`config.mk`:
```
export PLATFORM = sky130hd
export DESIGN_NAME = lab3_cache_batch_send_flat
export DESIGN_NICKNAME = d
export VERILOG_FILES = /design/src/rtl/lab3_cache_pkg.sv /design/src/rtl/lab3_cache_batch_send_if.sv /design/src/rtl/lab3_cache_word_counter.sv /design/src/rtl/lab3_cache_batch_send.sv /design/src/flat_wrapper.sv
export SDC_FILE = /design/constraint.sdc
export NUM_CORES = 1
export LEC_CHECK = 0
export ABC_AREA = 1
export CAP_MARGIN = 0
export CORE_UTILIZATION = 42
export CTS_CLUSTER_DIAMETER = 50
export DETAILED_ROUTE_END_ITERATION = 8
export PLACE_DENSITY = 0.77
export SYNTH_ARGS = -nofsm -noshare
export SYNTH_HDL_FRONTEND = slang
export SYNTH_HIERARCHICAL = 1
export SYNTH_SLANG_ARGS = --single-unit
```
`constraint.sdc`:
```
create_clock -name clk -period 1.33 [get_ports clk]
set_input_delay 0.133 -clock clk [delete_from_list [all_inputs] [get_ports clk]]
set_output_delay 0.133 -clock clk [all_outputs]
set_load 0.02 [all_outputs]
```
`src/rtl/lab3_cache_pkg.sv`:
```
// Shared cache-side definitions: memory request message, type codes,
// line geometry defaults, the batch FSM state enum and a line-alignment helper.
package lab3_cache_pkg;

    localparam int unsigned LINE_WORDS_DEF = 4;
    localparam int unsigned WORD_BYTES     = 4;
    localparam int unsigned WORD_BITS      = WORD_BYTES * 8;
    localparam int unsigned ADDR_BITS      = 32;
    localparam int unsigned TYPE_BITS      = 3;
    localparam int unsigned OPAQUE_BITS    = 8;
    localparam int unsigned LEN_BITS       = 2;

    // Memory request type_ codes
    localparam logic [TYPE_BITS-1:0] READ  = TYPE_BITS'(0);
    localparam logic [TYPE_BITS-1:0] WRITE = TYPE_BITS'(1);

    // Single-word memory request (vc mem message layout)
    typedef struct packed {
        logic [TYPE_BITS-1:0]   type_;
        logic [OPAQUE_BITS-1:0] opaque;
        logic [ADDR_BITS-1:0]   addr;
        logic [LEN_BITS-1:0]    len;
        logic [WORD_BITS-1:0]   data;
    } mem_req_4B_t;

    typedef enum logic [0:0] {
        IDLE = 1'b0,
        SEND = 1'b1
    } state_e;

    // Clear the byte-offset-within-line bits of an address
    function automatic logic [ADDR_BITS-1:0] line_base(
        input logic [ADDR_BITS-1:0] addr,
        input int unsigned          line_words
    );
        logic [ADDR_BITS-1:0] mask;
        mask = ADDR_BITS'(line_words * WORD_BYTES) - ADDR_BITS'(1);
        return addr & ~mask;
    endfunction

endpackage

```
`src/rtl/lab3_cache_batch_send_if.sv`:
```
// Batch-send bus bundle: line-operation istream (val/rdy/rw/addr/data) in,
// word-request ostream (val/rdy/msg) out.
//   master : environment side (drives istream, accepts ostream)
//   slave  : batch-send unit side
interface lab3_cache_batch_send_if
    import lab3_cache_pkg::*;
#(
    parameter int unsigned LINE_WORDS = LINE_WORDS_DEF
);

    logic                            istream_val;
    logic                            istream_rdy;
    logic                            istream_rw;
    logic [ADDR_BITS-1:0]            istream_addr;
    logic [LINE_WORDS*WORD_BITS-1:0] istream_data;

    logic                            ostream_val;
    logic                            ostream_rdy;
    mem_req_4B_t                     ostream_msg;

    modport master (
        output istream_val, istream_rw, istream_addr, istream_data, ostream_rdy,
        input  istream_rdy, ostream_val, ostream_msg
    );

    modport slave (
        input  istream_val, istream_rw, istream_addr, istream_data, ostream_rdy,
        output istream_rdy, ostream_val, ostream_msg
    );

endinterface

```
`src/rtl/lab3_cache_word_counter.sv`:
```
// Word counter for cache-line bursts: synchronous clear (priority) and
// increment, wrapping naturally at N (power of two).
//   clk, reset   clock, asynchronous active-low reset
//   i_clr        force count to 0 on next edge
//   i_inc        advance count on next edge
//   o_cnt        current count (registered)
//   o_wrap_c     count == N-1 (combinational decode of the register)
module lab3_cache_word_counter #(
    parameter int unsigned N = 4
) (
    input  logic                 clk,
    input  logic                 reset,
    input  logic                 i_clr,
    input  logic                 i_inc,
    output logic [$clog2(N)-1:0] o_cnt,
    output logic                 o_wrap_c
);

    localparam int unsigned CW = $clog2(N);

    logic [CW-1:0] r_cnt;

    always_ff @(posedge clk or negedge reset) begin
        if (!reset) begin
            r_cnt <= '0;
        end else if (i_clr) begin
            r_cnt <= '0;
        end else if (i_inc) begin
            r_cnt <= r_cnt + CW'(1);
        end
    end

    assign o_cnt    = r_cnt;
    assign o_wrap_c = (r_cnt == CW'(N - 1));

endmodule

```
`src/rtl/lab3_cache_batch_send.sv`:
```
// Cache batch-send unit: serializes one line operation (evict = write line,
// refill = read line) into LINE_WORDS single-word memory requests issued in
// ascending word order.
//   clk    clock
//   reset  asynchronous active-low reset
//   bus    lab3_cache_batch_send_if.slave (istream in, ostream out)
// Build option: LAB3_CACHE_BATCH_SEND_BYPASS_EN lets the next line operation
// be accepted on the cycle the last word is accepted, removing the bubble
// between bursts.
module lab3_cache_batch_send
    import lab3_cache_pkg::*;
#(
    parameter int unsigned LINE_WORDS = LINE_WORDS_DEF
) (
    input  logic                   clk,
    input  logic                   reset,
    lab3_cache_batch_send_if.slave bus
);

    localparam int unsigned CNT_BITS = $clog2(LINE_WORDS);

    state_e                                r_state;
    state_e                                w_state_nxt;
    logic                                  r_live;
    logic                                  r_rw;
    logic [ADDR_BITS-1:0]                  r_base;
    logic [LINE_WORDS-1:0][WORD_BITS-1:0]  r_data;

    logic [CNT_BITS-1:0]                   w_cnt;
    logic                                  w_wrap;
    logic                                  w_clr;
    logic                                  w_inc;
    logic                                  w_accept;
    logic                                  w_istream_rdy;
    logic                                  w_ostream_val;
    mem_req_4B_t                           w_msg;

    // Word counter: index of the word currently offered downstream
    lab3_cache_word_counter #(
        .N (LINE_WORDS)
    ) u_cnt (
        .clk      (clk),
        .reset    (reset),
        .i_clr    (w_clr),
        .i_inc    (w_inc),
        .o_cnt    (w_cnt),
        .o_wrap_c (w_wrap)
    );

    // State register
    always_ff @(posedge clk or negedge reset) begin
        if (!reset) begin
            r_state <= IDLE;
        end else begin
            r_state <= w_state_nxt;
        end
    end

    // Holds istream_rdy low through reset; rdy first appears one clock after release
    always_ff @(posedge clk or negedge reset) begin
        if (!reset) begin
            r_live <= 1'b0;
        end else begin
            r_live <= 1'b1;
        end
    end

    // Line operation latch, loaded only on the accept handshake
    always_ff @(posedge clk or negedge reset) begin
        if (!reset) begin
            r_rw   <= 1'b0;
            r_base <= '0;
            r_data <= '0;
        end else if (w_accept) begin
            r_rw   <= bus.istream_rw;
            r_base <= line_base(bus.istream_addr, LINE_WORDS);
            r_data <= bus.istream_data;
        end
    end

    // Next-state and handshake decode
    always_comb begin
        w_state_nxt   = r_state;
        w_istream_rdy = 1'b0;
        w_ostream_val = 1'b0;
        w_accept      = 1'b0;
        w_clr         = 1'b0;
        w_inc         = 1'b0;

        case (r_state)
            IDLE: begin
                w_istream_rdy = r_live;
                if (bus.istream_val && w_istream_rdy) begin
                    w_accept    = 1'b1;
                    w_clr       = 1'b1;
                    w_state_nxt = SEND;
                end
            end

            SEND: begin
                w_ostream_val = 1'b1;
`ifdef LAB3_CACHE_BATCH_SEND_BYPASS_EN
                // Ready only as the final word leaves, so no word is ever left behind
                w_istream_rdy = w_wrap && bus.ostream_rdy;
`endif
                if (bus.ostream_rdy) begin
                    if (w_wrap) begin
                        w_clr       = 1'b1;
                        w_state_nxt = IDLE;
                    end else begin
                        w_inc = 1'b1;
                    end
                end
`ifdef LAB3_CACHE_BATCH_SEND_BYPASS_EN
                // Back-to-back line: reload and restart at word 0 without leaving SEND
                if (bus.istream_val && w_istream_rdy) begin
                    w_accept    = 1'b1;
                    w_clr       = 1'b1;
                    w_state_nxt = SEND;
                end
`endif
            end

            default: begin
                w_state_nxt = IDLE;
            end
        endcase
    end

    // Word request built from latched line state; stable while stalled
    always_comb begin
        w_msg        = '0;
        w_msg.type_  = r_rw ? WRITE : READ;
        w_msg.opaque = OPAQUE_BITS'(w_cnt);
        w_msg.addr   = r_base + ADDR_BITS'(w_cnt) * ADDR_BITS'(WORD_BYTES);
        w_msg.len    = '0;
        w_msg.data   = r_rw ? r_data[w_cnt] : '0;
    end

    assign bus.istream_rdy = w_istream_rdy;
    assign bus.ostream_val = w_ostream_val;
    assign bus.ostream_msg = w_msg;

endmodule

```
`src/flat_wrapper.sv`:
```
// flat-port wrapper written by rule: the top's interface ports become plain ports
module lab3_cache_batch_send_flat import lab3_cache_pkg::*;
#(
    parameter int unsigned LINE_WORDS = LINE_WORDS_DEF
)
  (clk, reset, bus_istream_val, bus_istream_rw, bus_istream_addr, bus_istream_data, bus_ostream_rdy, bus_istream_rdy, bus_ostream_val, bus_ostream_msg);
  lab3_cache_batch_send_if #(.LINE_WORDS(LINE_WORDS)) bus_i ();
  input  logic clk;
  input  logic reset;
  input wire logic [$bits(bus_i.istream_val)-1:0] bus_istream_val;
  input wire logic [$bits(bus_i.istream_rw)-1:0] bus_istream_rw;
  input wire logic [$bits(bus_i.istream_addr)-1:0] bus_istream_addr;
  input wire logic [$bits(bus_i.istream_data)-1:0] bus_istream_data;
  input wire logic [$bits(bus_i.ostream_rdy)-1:0] bus_ostream_rdy;
  output wire logic [$bits(bus_i.istream_rdy)-1:0] bus_istream_rdy;
  output wire logic [$bits(bus_i.ostream_val)-1:0] bus_ostream_val;
  output wire logic [$bits(bus_i.ostream_msg)-1:0] bus_ostream_msg;
  assign bus_i.istream_val = bus_istream_val;
  assign bus_i.istream_rw = bus_istream_rw;
  assign bus_i.istream_addr = bus_istream_addr;
  assign bus_i.istream_data = bus_istream_data;
  assign bus_i.ostream_rdy = bus_ostream_rdy;
  assign bus_istream_rdy = bus_i.istream_rdy;
  assign bus_ostream_val = bus_i.ostream_val;
  assign bus_ostream_msg = bus_i.ostream_msg;
  lab3_cache_batch_send #(.LINE_WORDS(LINE_WORDS)) u_core (.clk(clk), .reset(reset), .bus(bus_i));
endmodule
```
# Yosys cells after proc, flatten, opt, wreduce, memory -nomap -nowiden
# Index checks and enable logic that the tools add are counted.
[classes] add_sub_neg=2 n_lt_le_gt_ge=1 n_eq_ne=1 n_mux=18 bitwise=1 n_reduce_logical=2
[ops] op="32-bit binary-select mux with 2-bit select" n=1
[ops] op="32-bit 2-to-1 mux" n=2
[ops] op="32-bit by 4-bit adder with 32-bit output" n=1
[ops] op="1-bit 2-to-1 mux" n=11
[ops] op="2-bit 2-to-1 mux" n=2
[ops] op="1-bit one-hot mux with 2 select lines" n=2
[ops] op="2-bit by 3-bit less-than comparator with 1-bit output (second input constant)" n=1
[ops] op="2-bit by 1-bit adder with 2-bit output (second input constant)" n=1
[ops] op="2-bit == test (second input constant)" n=1
[ops] op="2-bit nonzero test" n=1
[ops] op="1-bit logical AND" n=1
[ops] op="1-bit NOT" n=1
[word_totals] reg_bits=161 output_inout_bits=79 word_cells=34

# Longest topological paths before layout
# Gate-level depths: netlist of the first run.
[depth] depth_word=6 ltp_mapped=9 mapped_depth_nobuf=7

# Cells and area by module
# The synthesis of the first run kept the hierarchy.
[modules_own_cells] module="lab3_cache_batch_send" instances=1 cells_per_inst=943 area_per_inst_um2=7365.8 seq_area_each_um2=3978.8
[modules_own_cells] module="lab3_cache_word_counter" instances=1 cells_per_inst=12 area_per_inst_um2=97.6 seq_area_each_um2=50.0

# Least setup slack after synthesis of the first run
# OpenSTA, ideal clock, no wires.
[synth_path] kind="flip-flop to output port" start="reg u_core.u_cnt.r_cnt[1] (netlist: u_core/u_cnt/o_cnt[1])" end="out bus_ostream_msg[10]" arrival_time_ps=1440 slack_ps=-243 path_stages_with_launch=5 path_cell_list="dfrtp_1 -> clkbuf_1 -> clkbuf_1 -> nand3_1 -> a21oi_1"
[synth_between] elab_chain_cells=3
[synth_lines] element="start, declared" line_no="lab3_cache_word_counter.sv:21" source="logic [CW-1:0] r_cnt;"
[synth_lines] element="start signal, assigned" line_no="lab3_cache_word_counter.sv:29" source="r_cnt <= r_cnt + CW'(1);"
[synth_lines] element="32-bit binary-select mux with 2-bit select" line_no="lab3_cache_batch_send.sv:137" source="w_msg.data = r_rw ? r_data[w_cnt] : '0;"
[synth_lines] element="32-bit 2-to-1 mux (implied by the code)" line_no="lab3_cache_batch_send.sv:137"
[synth_lines] element="32-bit 2-to-1 mux" line_no="lab3_cache_batch_send.sv:137"
[synth_lines] element="end, declared" line_no="flat_wrapper.sv:17" source="output wire logic [$bits(bus_i.ostream_msg)-1:0] bus_ostream_msg;"
# Every way passes these cells. The select of a mux whose other input is x is not followed.

# Worst setup path in the final report of the first run
[layout_path] start="reg u_core.u_cnt.r_cnt[0] (netlist: u_core/u_cnt/o_cnt[0])" end="out bus_ostream_msg[16]"
# The elaborated chain is that of the path after synthesis.

==> summary.txt, run 1 <==
Run status
  • Status: finished with violations
  • Violated checks: negative setup slack

Global route
  • Overall global routing resource usage: 30.9%
  • Via count of the first global-routing pass: 8,520
  • Pin count of the biggest net entering global routing: 38
  • Global-route wire length before repair: 43,000 um
  • Antenna violations before repair: 0
  • Total grt overflow: 0

STA
  • Final setup viols: 192
  • Tightest slew margin relative to the limit: 34.7%
  • Number of hold violations in the final report: 0
  • Worst-margin pin slew: 0.979 ns
  • Worst-case setup margin in the final layout: -0.555 ns
  • Clock Skew: 0.00972 ns
  • Number of max-slew violations in the final report: 0
  • Worst hold slack: 0.190 ns
  • Post-layout minimum cycle time: 1.89 ns
  • Setup repair after global routing missed its margin: true
  • Top achievable clock speed: 530 MHz
  • Period utilization: 142%

Worst setup path
  • Critical path class: register to primary output
  • Startpoint of the worst-slack reg-to-reg timing path: u_core/r_state
  • Sort of element at the start of the critical path: register
  • End of the worst register-to-register path: u_core/r_data[104]
  • Critical path required time: 1.20 ns
  • Internal reg-to-reg setup slack: -0.21 ns
  • R2r worst-path depth: 7
  • Arrival time at the worst endpoint: 1.75 ns
  • Element type at the critical path end: primary output
  • Max Fanout on Critical Path: 8

Cells and area
  • Count of non-filler cells in the finished layout: 1,561
  • Share of final-layout standard cells stronger than drive strength 1: 48.4%
  • Final core area utilization: 87.7%
  • Final standard cell area without fillers: 0.0152 mm2
  • Area Overhead vs Synth: 103%
  • Number of nets in the finished design: 1,488
  • Most used cells in the layout excluding fill and tap cells: sky130_fd_sc_hd__clkdlybuf4s50_1 (158), sky130_fd_sc_hd__dfrtp_1 (158), sky130_fd_sc_hd__inv_1 (128)

Placement
  • Number of cells in the design after placement: 1,453
  • Post-Place Worst Slack: -0.500 ns
  • Instance area after placement: 0.0110 mm2
  • Number of buffer cells added on primary ports: 227
  • Total half-perimeter wirelength after legalization and detailed placement: 15,200 um
  • GPL Wtd Cong: 0.851

Detailed routing
  • Wire length reported by the detailed router: 35,700 um
  • First-pass detailed-route iteration total: 6
  • Post-route DRC violation count: 0
  • Post-route antenna net violation count: 0
  • Total number of vias: 8,743
  • Routed length per instance: 22.9 um
  • 1st-iter DRT viols: 721
  • Detail-routed via count per cell: 5.60

Hold path
  • Classification of the worst-slack hold path: primary input to asynchronous set/reset pin

Power
  • Leak Pwr: 7.02 nW
  • Peak ir drop on the vdd network: 1620 uV
  • Pwr dens: 2400 mW/mm2

Floorplan
  • Floorplan die area: 0.0183 mm2
  • Die Height: 135 um
  • Area of the placeable core: 0.0173 mm2
  • # IOs: 244
  • Total number of placement rows: 48
  • Horiz. Die Dim: 135 um
  • Starting utilization of the core area: 43.1%

Clock network
  • Clock latency of the later-clocked register in the worst-skew pair: 0.42 ns
  • CTS root buf: sky130_fd_sc_hd__clkbuf_16
  • CTS tree: yes
  • Depth of the CTS H-tree: 4
  • Clock buffer depth: 2
  • Number of buffers inserted during clock tree synthesis: 17
  • Clock edge transition at the registers on the reported setup and hold paths: 0.06 ns
  • Clock Sinks: 161

Run
  • Number of violations of the max-capacitance limit: 0

Synth
  • Post-synth design cell area: 0.00746 mm2
  • Seq cells post-synth: 161
  • Number of warnings printed during yosys synthesis: 6
  • Cells after synthesis: 955
  • Sequential area share after synthesis: 54.0%
  • Synth cell types: 16
  • Syn_area_per_cell: 7.82 um2
-- per-stage QoR --
stage	total power [W]	setup TNS, ns
2_1_floorplan	0.0170	0
3_5_place_dp	0.0241	-26.45
4_1_cts	0.0314	-24.99
6_report	0.0364	-32.93
3_3_place_gp	0.0237	-24.74
5_1_grt	0.0377	-40.12
-- cell type report --
| class | count | area (um2) |
|---|---|---|
| Timing Repair Buffer | 404 | 4810 |
| Sequential cell | 161 | 4030 |
| Clock inverter | 13 | 153 |
| Fill cell | 766 | 2120 |
| Inverter | 133 | 513 |
| Multi-Input combinational cell | 605 | 4940 |
| Tap cell | 225 | 282 |
| Clock buffer | 19 | 443 |
| Antenna cell | 1 | 2.50 |
-- critical path, stage by stage (launching register included) --
cell and delay [ns]:
sky130_fd_sc_hd__dfrtp_2 0.48, sky130_fd_sc_hd__inv_8 0.10, sky130_fd_sc_hd__clkbuf_16 0.19, sky130_fd_sc_hd__nand2_1 0.12, sky130_fd_sc_hd__nand3_2 0.13, sky130_fd_sc_hd__a21oi_4 0.15
sky130_fd_sc_hd__buf_4 0.16
-- synth_stat cells --
library cell               count  area share, %
sky130_fd_sc_hd__nand2_1     193            9.7
sky130_fd_sc_hd__a21oi_1     161             11
sky130_fd_sc_hd__dfrtp_1     161             54
sky130_fd_sc_hd__nor2_1      133            6.7
sky130_fd_sc_hd__inv_1       132            6.6
sky130_fd_sc_hd__nand3_1      94            6.3
sky130_fd_sc_hd__buf_2        36            2.4
sky130_fd_sc_hd__clkbuf_1     20            1.0
sky130_fd_sc_hd__buf_4        15            1.5
sky130_fd_sc_hd__buf_1         2           0.10
sky130_fd_sc_hd__buf_6         2           0.30
sky130_fd_sc_hd__conb_1        2           0.10
sky130_fd_sc_hd__ha_1          1           0.17
sky130_fd_sc_hd__inv_2         1          0.050
sky130_fd_sc_hd__nand2_4       1           0.15
sky130_fd_sc_hd__nor2_2        1          0.084
-- how the worst max path moves through the flow --
stage | slack, ns | startpoint | to
finish | -0.56 | u_core/u_cnt/o_cnt[0] | bus_ostream_msg[16]
global route | -0.62 | u_core/u_cnt/o_cnt[0] | bus_ostream_msg[19]
CTS | -0.46 | u_core/u_cnt/o_cnt[0] | bus_ostream_msg[20]
detailed placement | -0.50 | u_core/u_cnt/o_cnt[0] | bus_ostream_msg[6]
global placement | -0.43 | u_core/u_cnt/o_cnt[0] | bus_ostream_msg[6]
floorplan | 0.002 | u_core/r_state | u_core/u_cnt/o_cnt[1]
-- kinds of logic (layout without fill, tap and decap cells) --
family | after synthesis | count (layout) | share of synthesized area [%]
adder cells (fa/ha/maj) | 1 | 1 | 0.168
AND/OR/NAND/NOR | 422 | 430 | 22.9
AO/OA/AOI/OAI | 161 | 161 | 10.8
flip-flops | 161 | 161 | 54.0
other | 2 | 14 | 0.101
buffers and inverters | 208 | 569 | 12.0
-- per-layer routing --
metal / up-vias / track usage [%] / routed length [um]
li1: 3700 / - / -
met1: 4304 / 35.5 / 12300
met2: 566 / 53.4 / 18800
met3: 173 / 6.25 / 2540
met4: 0 / 17.5 / 2120
met5: - / 0 / 0
-- power breakdown --
group / switching (W) / internal (W)
clock: 0.00218 / 0.00286
combinational: 0.0126 / 0.0102
sequential: 0.00119 / 0.00732
total: 0.0160 / 0.0204
-- state kept, by name (all words and copies together), names as in the netlist --
| signal | count |
|---|---|
| u_core/r_live | 1 |
| u_core/u_cnt/o_cnt | 2 |
| u_core/r_base | 28 |
| u_core/r_state | 1 |
| u_core/r_data | 128 |
| u_core/r_rw | 1 |
-- timing repair --
action	CTS	global route
gates resized for setup	402	426
hold endpoints to repair	161	0
setup buffers	17	9
pin swaps	24	35
gates cloned	33	23
hold buffers	1	0
setup endpoints to repair	101	191
No activity file was read; power rests on OpenSTA's default activity.
==> run 2: changes to the inputs <==
==> constraint.sdc (replaced) <==
create_clock -name clk -period 1.33 [get_ports clk]
set_input_delay 0.133 -clock clk [delete_from_list [all_inputs] [get_ports clk]]
set_output_delay 0.133 -clock clk [all_outputs]
set_load 0.005 [all_outputs]
==> run 2 against run 1 <==
Net effect:
- the flow still finishes with violations (negative setup slack)
- wire length down 13%
- clock-buffer cell count down 2
- sequential cell count unchanged
- hold slack worse by 0.0059 ns
- non-clock buffer count down 61
- first-iteration DRC count down 3.5%
- combinational power down 24%
- global-route usage down 2.7 points
- register-to-register slack worse by 0.08 ns
- setup slack worse by 0.061 ns
- die area unchanged
- largest power group unchanged
- highest routed layer unchanged
==> summary.txt, run 2 (same netlist as run 1, synthesis figures left out) <==
Worst setup path
  • Cells traversed along the worst timing path: buf_12 -> buf_12 -> nand2_1 -> nand3_1 -> a21oi_1 -> clkdlybuf4s15_1
  • Cell type group with the largest total delay on the critical path: buffers and inverters
  • Element type at the critical path end: primary output
  • Combined buffer and inverter count along the critical path: 3 (unchanged)
  • Critical path class: register to primary output
  • Sort of element at the start of the critical path: register
  • Max Fanout on Critical Path: 21 (+13)
  • Stage delay of the slowest cell on the critical path: 0.44 ns (-0.04 ns)
  • Most frequent cell on the critical path: sky130_fd_sc_hd__buf_12
  • Arrival time at the worst endpoint: 1.81 ns (+0.06 ns)
  • Critical path required time: 1.20 ns (about the same)
  • Slowest cell on crit path: sky130_fd_sc_hd__dfrtp_2

Floorplan
  • Die Height: 135 um (unchanged)
  • Horiz. Die Dim: 135 um (unchanged)
  • Total number of placement rows: 48 (unchanged)
  • Area of the placeable core: 0.0173 mm2 (unchanged)
  • # IOs: 244 (unchanged)
  • Starting utilization of the core area: 43.1% (unchanged)
  • Floorplan die area: 0.0183 mm2 (unchanged)

STA
  • Clock Skew: 0.00789 ns (-0.00183 ns)
  • Worst-case setup margin in the final layout: -0.616 ns (-0.0612 ns)
  • Top achievable clock speed: 514 MHz (-3.1%)
  • Post-layout minimum cycle time: 1.95 ns (+0.0612 ns)
  • Period utilization: 146% (+4.6 points)
  • Final setup viols: 198 (+3.1%)
  • Number of max-slew violations in the final report: 0 (unchanged)
  • Number of hold violations in the final report: 0 (unchanged)
  • Setup repair after global routing missed its margin: true

Power
  • Pwr dens: 2170 mW/mm2 (-9.7%)
  • Total Power Consumption: 0.0307 W (-16%)
  • Peak ir drop on the vdd network: 1330 uV (-18%)
  • Leak Pwr: 6.55 nW (-6.7%)

Detailed routing
  • Post-route DRC violation count: 0 (unchanged)
  • Post-route antenna net violation count: 0 (unchanged)
  • Detail-routed via count per cell: 5.45 (-2.7%)
  • First-pass detailed-route iteration total: 6 (unchanged)
  • 1st-iter DRT viols: 696 (-3.5%)
  • Routed length per instance: 20.9 um (-8.8%)
  • Wire length reported by the detailed router: 31,100 um (-13%)
  • Total number of vias: 8,125 (-7.1%)

Cells and area
  • Antenna Cells: 0 (-1)
  • Number of nets in the finished design: 1,419 (-4.6%)
  • Final standard cell area without fillers: 0.0142 mm2 (-6.5%)
  • Filler instances: 890 (+16%)
  • Share of final-layout standard cells stronger than drive strength 1: 45.3% (-3.1 points)
  • Biggest register: u_core/r_data
  • Number of flip-flops under the largest register name: 128 (unchanged)
  • Count of non-filler cells in the finished layout: 1,491 (-4.5%)
  • Area Overhead vs Synth: 90.1%
  • Most used cells in the layout excluding fill and tap cells: sky130_fd_sc_hd__clkdlybuf4s50_1 (160), sky130_fd_sc_hd__dfrtp_1 (160), sky130_fd_sc_hd__inv_1 (131)

Clock network
  • Number of buffers inserted during clock tree synthesis: 17 (unchanged)
  • Clock edge transition at the registers on the reported setup and hold paths: 0.07 ns (about the same)
  • Depth of the CTS H-tree: 4 (unchanged)
  • Clock Sinks: 161 (unchanged)
  • Clock latency of the later-clocked register in the worst-skew pair: 0.43 ns (about the same)
  • CTS tree: yes
  • CTS root buf: sky130_fd_sc_hd__clkbuf_16
  • Clock buffer depth: 2 (unchanged)

Global route
  • Pin count of the biggest net entering global routing: 57 (+50%)
  • Global-route wire length before repair: 39,000 um (-9.3%)
  • Total grt overflow: 0 (unchanged)
  • Via count of the first global-routing pass: 7,589 (-11%)
  • Overall global routing resource usage: 28.2% (-2.7 points)
  • Antenna violations before repair: 0 (unchanged)

Run
  • Number of violations of the max-capacitance limit: 0 (unchanged)

Placement
  • Total half-perimeter wirelength after legalization and detailed placement: 14,700 um (-3.4%)
  • Instance area after placement: 0.0102 mm2 (-7.2%)
  • Number of cells in the design after placement: 1,389 (-4.4%)
  • Number of buffer cells added on primary ports: 227 (unchanged)
  • GPL Wtd Cong: 0.902 (+6.0%)

Run status
  • Status: finished with violations
  • Violated checks: negative setup slack

Hold path
  • Classification of the worst-slack hold path: primary input to asynchronous set/reset pin
==> run 2: cell type report <==
cell class                 instances  area [um2]  share of cell area, %
clock inverter                    15         146                   1.03
tap                              225         282                   1.98
multi-input combinational        597        4580                   32.3
inverter                         133         514                   3.63
sequential                       161        4030                   28.4
timing repair buffer             343        4200                   29.6
clock buffer                      17         425                   3.00
==> run 2: metal layers <==
layer  GRT usage, %  share of wire [%]  up-vias
met2           46.3                 50      449
li1               -                  -     3549
met3           8.38                8.6      100
met1           34.8                 37     4027
met5              0                  0        -
met4           10.9                4.0        0
==> run 2: power by group <==
| group | internal [W] | switching (W) |
|---|---|---|
| Combinational | 0.00802 | 0.00942 |
| Clock | 0.00264 | 0.00224 |
| Sequential | 0.00731 | 0.00109 |
==> run 2: stage by stage <==
step / utilization [%] / setup TNS (ns) / hold WS [ns] / worst slack [ns]
after global routing: 82.0 / -49.16 / 0.206 / -0.669
after global placement: 59.2 / -17.99 / 0.0622 / -0.345
after floorplan: - / 0 / -0.163 / 0.00303
after CTS: 70.1 / -30.63 / 0.185 / -0.538
final: 82.0 / -40.78 / 0.184 / -0.616
after detailed placement: 59.2 / -21.14 / 0.0649 / -0.368
==> run 2: worst register-to-register path, stage by stage, from the launching register on <==
cell and delay [ns]:
sky130_fd_sc_hd__dfrtp_1 0.41, sky130_fd_sc_hd__buf_6 0.14, sky130_fd_sc_hd__nor2_4 0.09, sky130_fd_sc_hd__buf_6 0.12, sky130_fd_sc_hd__nand2_8 0.10, sky130_fd_sc_hd__buf_12 0.20
sky130_fd_sc_hd__buf_8 0.15, sky130_fd_sc_hd__clkbuf_16 0.16, sky130_fd_sc_hd__a21oi_1 0.17
==> run 2: timing repair <==
item                                    4_1_cts  5_1_grt
endpoints found under the setup margin      101      198
hold endpoints to repair                    161        0
pin swaps                                    38       59
gates cloned                                 20       25
setup buffers                                25       12
resized for setup                           395      426
hold buffers                                  1        0
==> run 2: final timing paths <==
check,depth (start not counted),slack (ns),start,end
max reg2reg,8,-0.29,u_core/r_state,u_core/r_data[67]
max,6,-0.62,u_core/u_cnt/o_cnt[0],bus_ostream_msg[3]
min in group clk,3,0.26,bus_istream_addr[4],u_core/r_base[4]
min,2,0.18,reset,u_core/r_data[32]
max in group asynchronous,3,0.63,reset,u_core/u_cnt/o_cnt[0]
min reg2reg,2,0.49,u_core/r_base[23],u_core/r_base[23]
==> run 3: changes to the inputs <==
CORE_UTILIZATION = 57   (was 42)
DONT_BUFFER_PORTS = 1   (was not set)
PLACE_DENSITY = 0.75   (was 0.77)
TNS_END_PERCENT = 10   (was not set)
==> run 3 against run 2 <==
Net effect:
- the run ends with negative hold slack, negative setup slack left
- die area is 26% lower
- wire length is 29% lower
- critical path depth is 2 lower
- clock power is 2% higher
- fmax is 19% higher
- final cell count is 14% lower
- design area is 29% lower
- largest power group unchanged
==> summary.txt, run 3 (same netlist as run 1, synthesis figures left out) <==
Worst setup path
  • Internal reg-to-reg setup slack: -0.05 ns (+0.24 ns)
  • Cell type group with the largest total delay on the critical path: flip-flops
  • Stage delay of the slowest cell on the critical path: 0.45 ns (about the same)
  • Element type at the critical path end: primary output
  • Cells traversed along the worst timing path: buf_12 -> nand2_1 -> nand3_1 -> a21oi_2
  • Sort of element at the start of the critical path: register
  • Slowest cell on crit path: sky130_fd_sc_hd__dfrtp_2
  • Max Fanout on Critical Path: 38 (+81%)
  • R2r worst-path depth: 5 (-3)
  • Combined buffer and inverter count along the critical path: 1 (-2)
  • Startpoint of the worst-slack reg-to-reg timing path: u_core/r_state
  • Critical path required time: 1.20 ns (about the same)
  • Critical path class: register to primary output
  • End of the worst register-to-register path: u_core/r_data[17]
  • Arrival time at the worst endpoint: 1.50 ns (-0.31 ns)

Power
  • Total Power Consumption: 0.0224 W (-27%)
  • Peak ir drop on the vdd network: 1300 uV (-2.3%)
  • Net Sw Power: 0.00865 W (-32%)
  • Sequential power share: 37.2% (+9.9 points)
  • Switching power as a share of total power: 38.6% (-3.0 points)
  • Leak Pwr: 5.08 nW (-23%)
  • Combinational fraction of design power: 40.7% (-16 points)
  • Power share of the clock group: 22.2% (+6.3 points)
  • Pwr dens: 2230 mW/mm2 (+3.0%)
  • Cell-internal power: 0.0138 W (-23%)

Placement
  • Number of cells in the design after placement: 1,089 (-22%)
  • Instance area after placement: 0.00765 mm2 (-25%)
  • Total half-perimeter wirelength after legalization and detailed placement: 11,600 um (-21%)
  • Number of buffer cells added on primary ports: 0 (-100%)
  • GPL Wtd Cong: 0.773 (-14%)

Clock network
  • Depth of the CTS H-tree: 4 (unchanged)
  • Hold-fix buffers, CTS: 159 (+158)
  • Clock latency of the later-clocked register in the worst-skew pair: 0.41 ns (-0.02 ns)
  • CTS root buf: sky130_fd_sc_hd__clkbuf_16
  • Clock Sinks: 161 (unchanged)
  • Clock edge transition at the registers on the reported setup and hold paths: 0.06 ns (about the same)
  • Number of buffers inserted during clock tree synthesis: 17 (unchanged)
  • Clock buffer depth: 2 (unchanged)
  • CTS tree: yes

Detailed routing
  • Post-route DRC violation count: 0 (unchanged)
  • Routed length per instance: 17.3 um (-17%)
  • Wire length reported by the detailed router: 22,200 um (-29%)
  • First-pass detailed-route iteration total: 5 (-1)
  • 1st-iter DRT viols: 726 (+4.3%)
  • Total number of vias: 6,937 (-15%)
  • Post-route antenna net violation count: 0 (unchanged)
  • Detail-routed via count per cell: 5.41 (-0.70%)

STA
  • Worst hold slack: -0.589 ns (-0.773 ns)
  • Tightest slew margin relative to the limit: 32.7%
  • Final setup viols: 39 (-80%)
  • Top achievable clock speed: 612 MHz (+19%)
  • Number of max-slew violations in the final report: 0 (unchanged)
  • Number of hold violations in the final report: 161 (+161)
  • Worst-case setup margin in the final layout: -0.303 ns (+0.313 ns)
  • Post-layout minimum cycle time: 1.63 ns (-0.313 ns)
  • Clock Skew: 0.00631 ns (-0.00158 ns)
  • Period utilization: 123% (-24 points)
  • Worst-margin pin slew: 1.01 ns
  • Setup repair after global routing missed its margin: true

Global route
  • Antenna violations before repair: 1 (+1)
  • Total grt overflow: 0 (unchanged)
  • Pin count of the biggest net entering global routing: 162 (+180%)
  • Via count of the first global-routing pass: 6,966 (-8.2%)
  • Global-route wire length before repair: 33,900 um (-13%)
  • Overall global routing resource usage: 33.2% (+5.0 points)

Floorplan
  • # IOs: 244 (unchanged)
  • Area of the placeable core: 0.0127 mm2 (-27%)
  • Floorplan die area: 0.0136 mm2 (-26%)
  • Die Height: 116 um (-14%)
  • Starting utilization of the core area: 58.9% (+16 points)
  • Horiz. Die Dim: 116 um (-14%)
  • Total number of placement rows: 41 (-15%)

Run
  • Number of violations of the max-capacitance limit: 0 (unchanged)

Cells and area
  • Most used cells in the layout excluding fill and tap cells: sky130_fd_sc_hd__nand2_1 (193), sky130_fd_sc_hd__dfrtp_1 (159), sky130_fd_sc_hd__dlygate4sd3_1 (158)
  • Final standard cell area without fillers: 0.0100 mm2 (-29%)
  • Biggest register: u_core/r_data
  • Share of final-layout standard cells stronger than drive strength 1: 9.03% (-36 points)
  • Final core area utilization: 79.3% (-2.7 points)
  • Filler instances: 781 (-12%)
  • Count of non-filler cells in the finished layout: 1,282 (-14%)
  • Number of nets in the finished design: 1,264 (-11%)
  • Most common cell after layout, fill and taps aside: sky130_fd_sc_hd__nand2_1
  • Number of flip-flops under the largest register name: 128 (unchanged)
  • Area Overhead vs Synth: 34.6%

Hold path
  • Classification of the worst-slack hold path: primary input to asynchronous set/reset pin

Run status
  • Violated checks: negative hold slack, negative setup slack
  • Status: finished with violations
run 3: cell count changes in the layout (fill, tap and decap cells not counted), sizes merged, moves of 9 or more:
cell / previous run / this run
buf: 135 / 29
inv: 142 / 133
dlygate4sd3: 1 / 158
dlygate4sd2: 28 / 0
clkbuf: 34 / 23
clkdlybuf4s50: 160 / 0
run 3: worst max-delay path by stage:
stage                                      from                     to  slack [ns]  cells after the start
after floorplan                  u_core/r_state  u_core/u_cnt/o_cnt[1]       0.003                      8
after global placement           u_core/r_state      u_core/r_data[98]        0.02                      5
after detailed placement         u_core/r_state      u_core/r_data[76]      -0.009                      5
after CTS                 u_core/u_cnt/o_cnt[0]     bus_ostream_msg[4]       -0.29                      5
after global routing      u_core/u_cnt/o_cnt[0]     bus_ostream_msg[3]       -0.37                      5
final                     u_core/u_cnt/o_cnt[0]     bus_ostream_msg[3]       -0.30                      4
run 3: metrics by stage:
| step | hold WS (ns) | TNS [ns] | worst slack [ns] |
|---|---|---|---|
| floorplan | -0.163 | 0 | 0.00303 |
| global placement | -0.159 | 0 | 0.0204 |
| detailed placement | -0.159 | -0.0169 | -0.00876 |
| CTS | -0.606 | -8.69 | -0.291 |
| global route | -0.610 | -13.06 | -0.373 |
| finish | -0.589 | -8.58 | -0.303 |
run 3: metal layers:
metal | GRT usage [%] | routed length (um) | up-vias
met1 | 39.1 | 8540 | 3270
met4 | 19.7 | 827 | 0
met5 | 0 | 0 | -
met3 | 8.82 | 1880 | 76
li1 | - | - | 3216
met2 | 54.7 | 11000 | 375
run 3: cell type report:
class,count,area (um2),share of cell area (%)
Antenna cell,2,5.00,0.0498
Clock buffer,23,488,4.86
Clock inverter,6,105,1.05
Inverter,133,502,4.99
Multi-Input combinational cell,597,2740,27.2
Sequential cell,161,4030,40.1
Tap cell,172,215,2.14
Timing Repair Buffer,188,1960,19.5
run 3: power by group through the flow:
stage          combinational [W]  clock [W]  sequential (W)
6_report                 0.00912    0.00497         0.00833
4_1_cts                  0.00872    0.00500         0.00824
2_1_floorplan            0.00571          0         0.00805
5_1_grt                   0.0101    0.00520         0.00855
3_5_place_dp             0.00756          0         0.00829
3_3_place_gp             0.00730          0         0.00821
run 3: worst reg2reg max path, cell delays in order (launching register included):
cell and delay (ns):
sky130_fd_sc_hd__dfrtp_1 0.40, sky130_fd_sc_hd__nor2_4 0.18, sky130_fd_sc_hd__nand2_8 0.18, sky130_fd_sc_hd__buf_12 0.24, sky130_fd_sc_hd__nor2_1 0.19, sky130_fd_sc_hd__a21oi_1 0.08
run 3: repair_timing:
item | in CTS | in global routing
pin swaps | 10 | 8
buffers inserted | 2 | 0
gates resized for setup | 41 | 6
endpoints found under the setup margin | 39 | 135
hold endpoints to repair | 321 | 161
cloned | 1 | 0
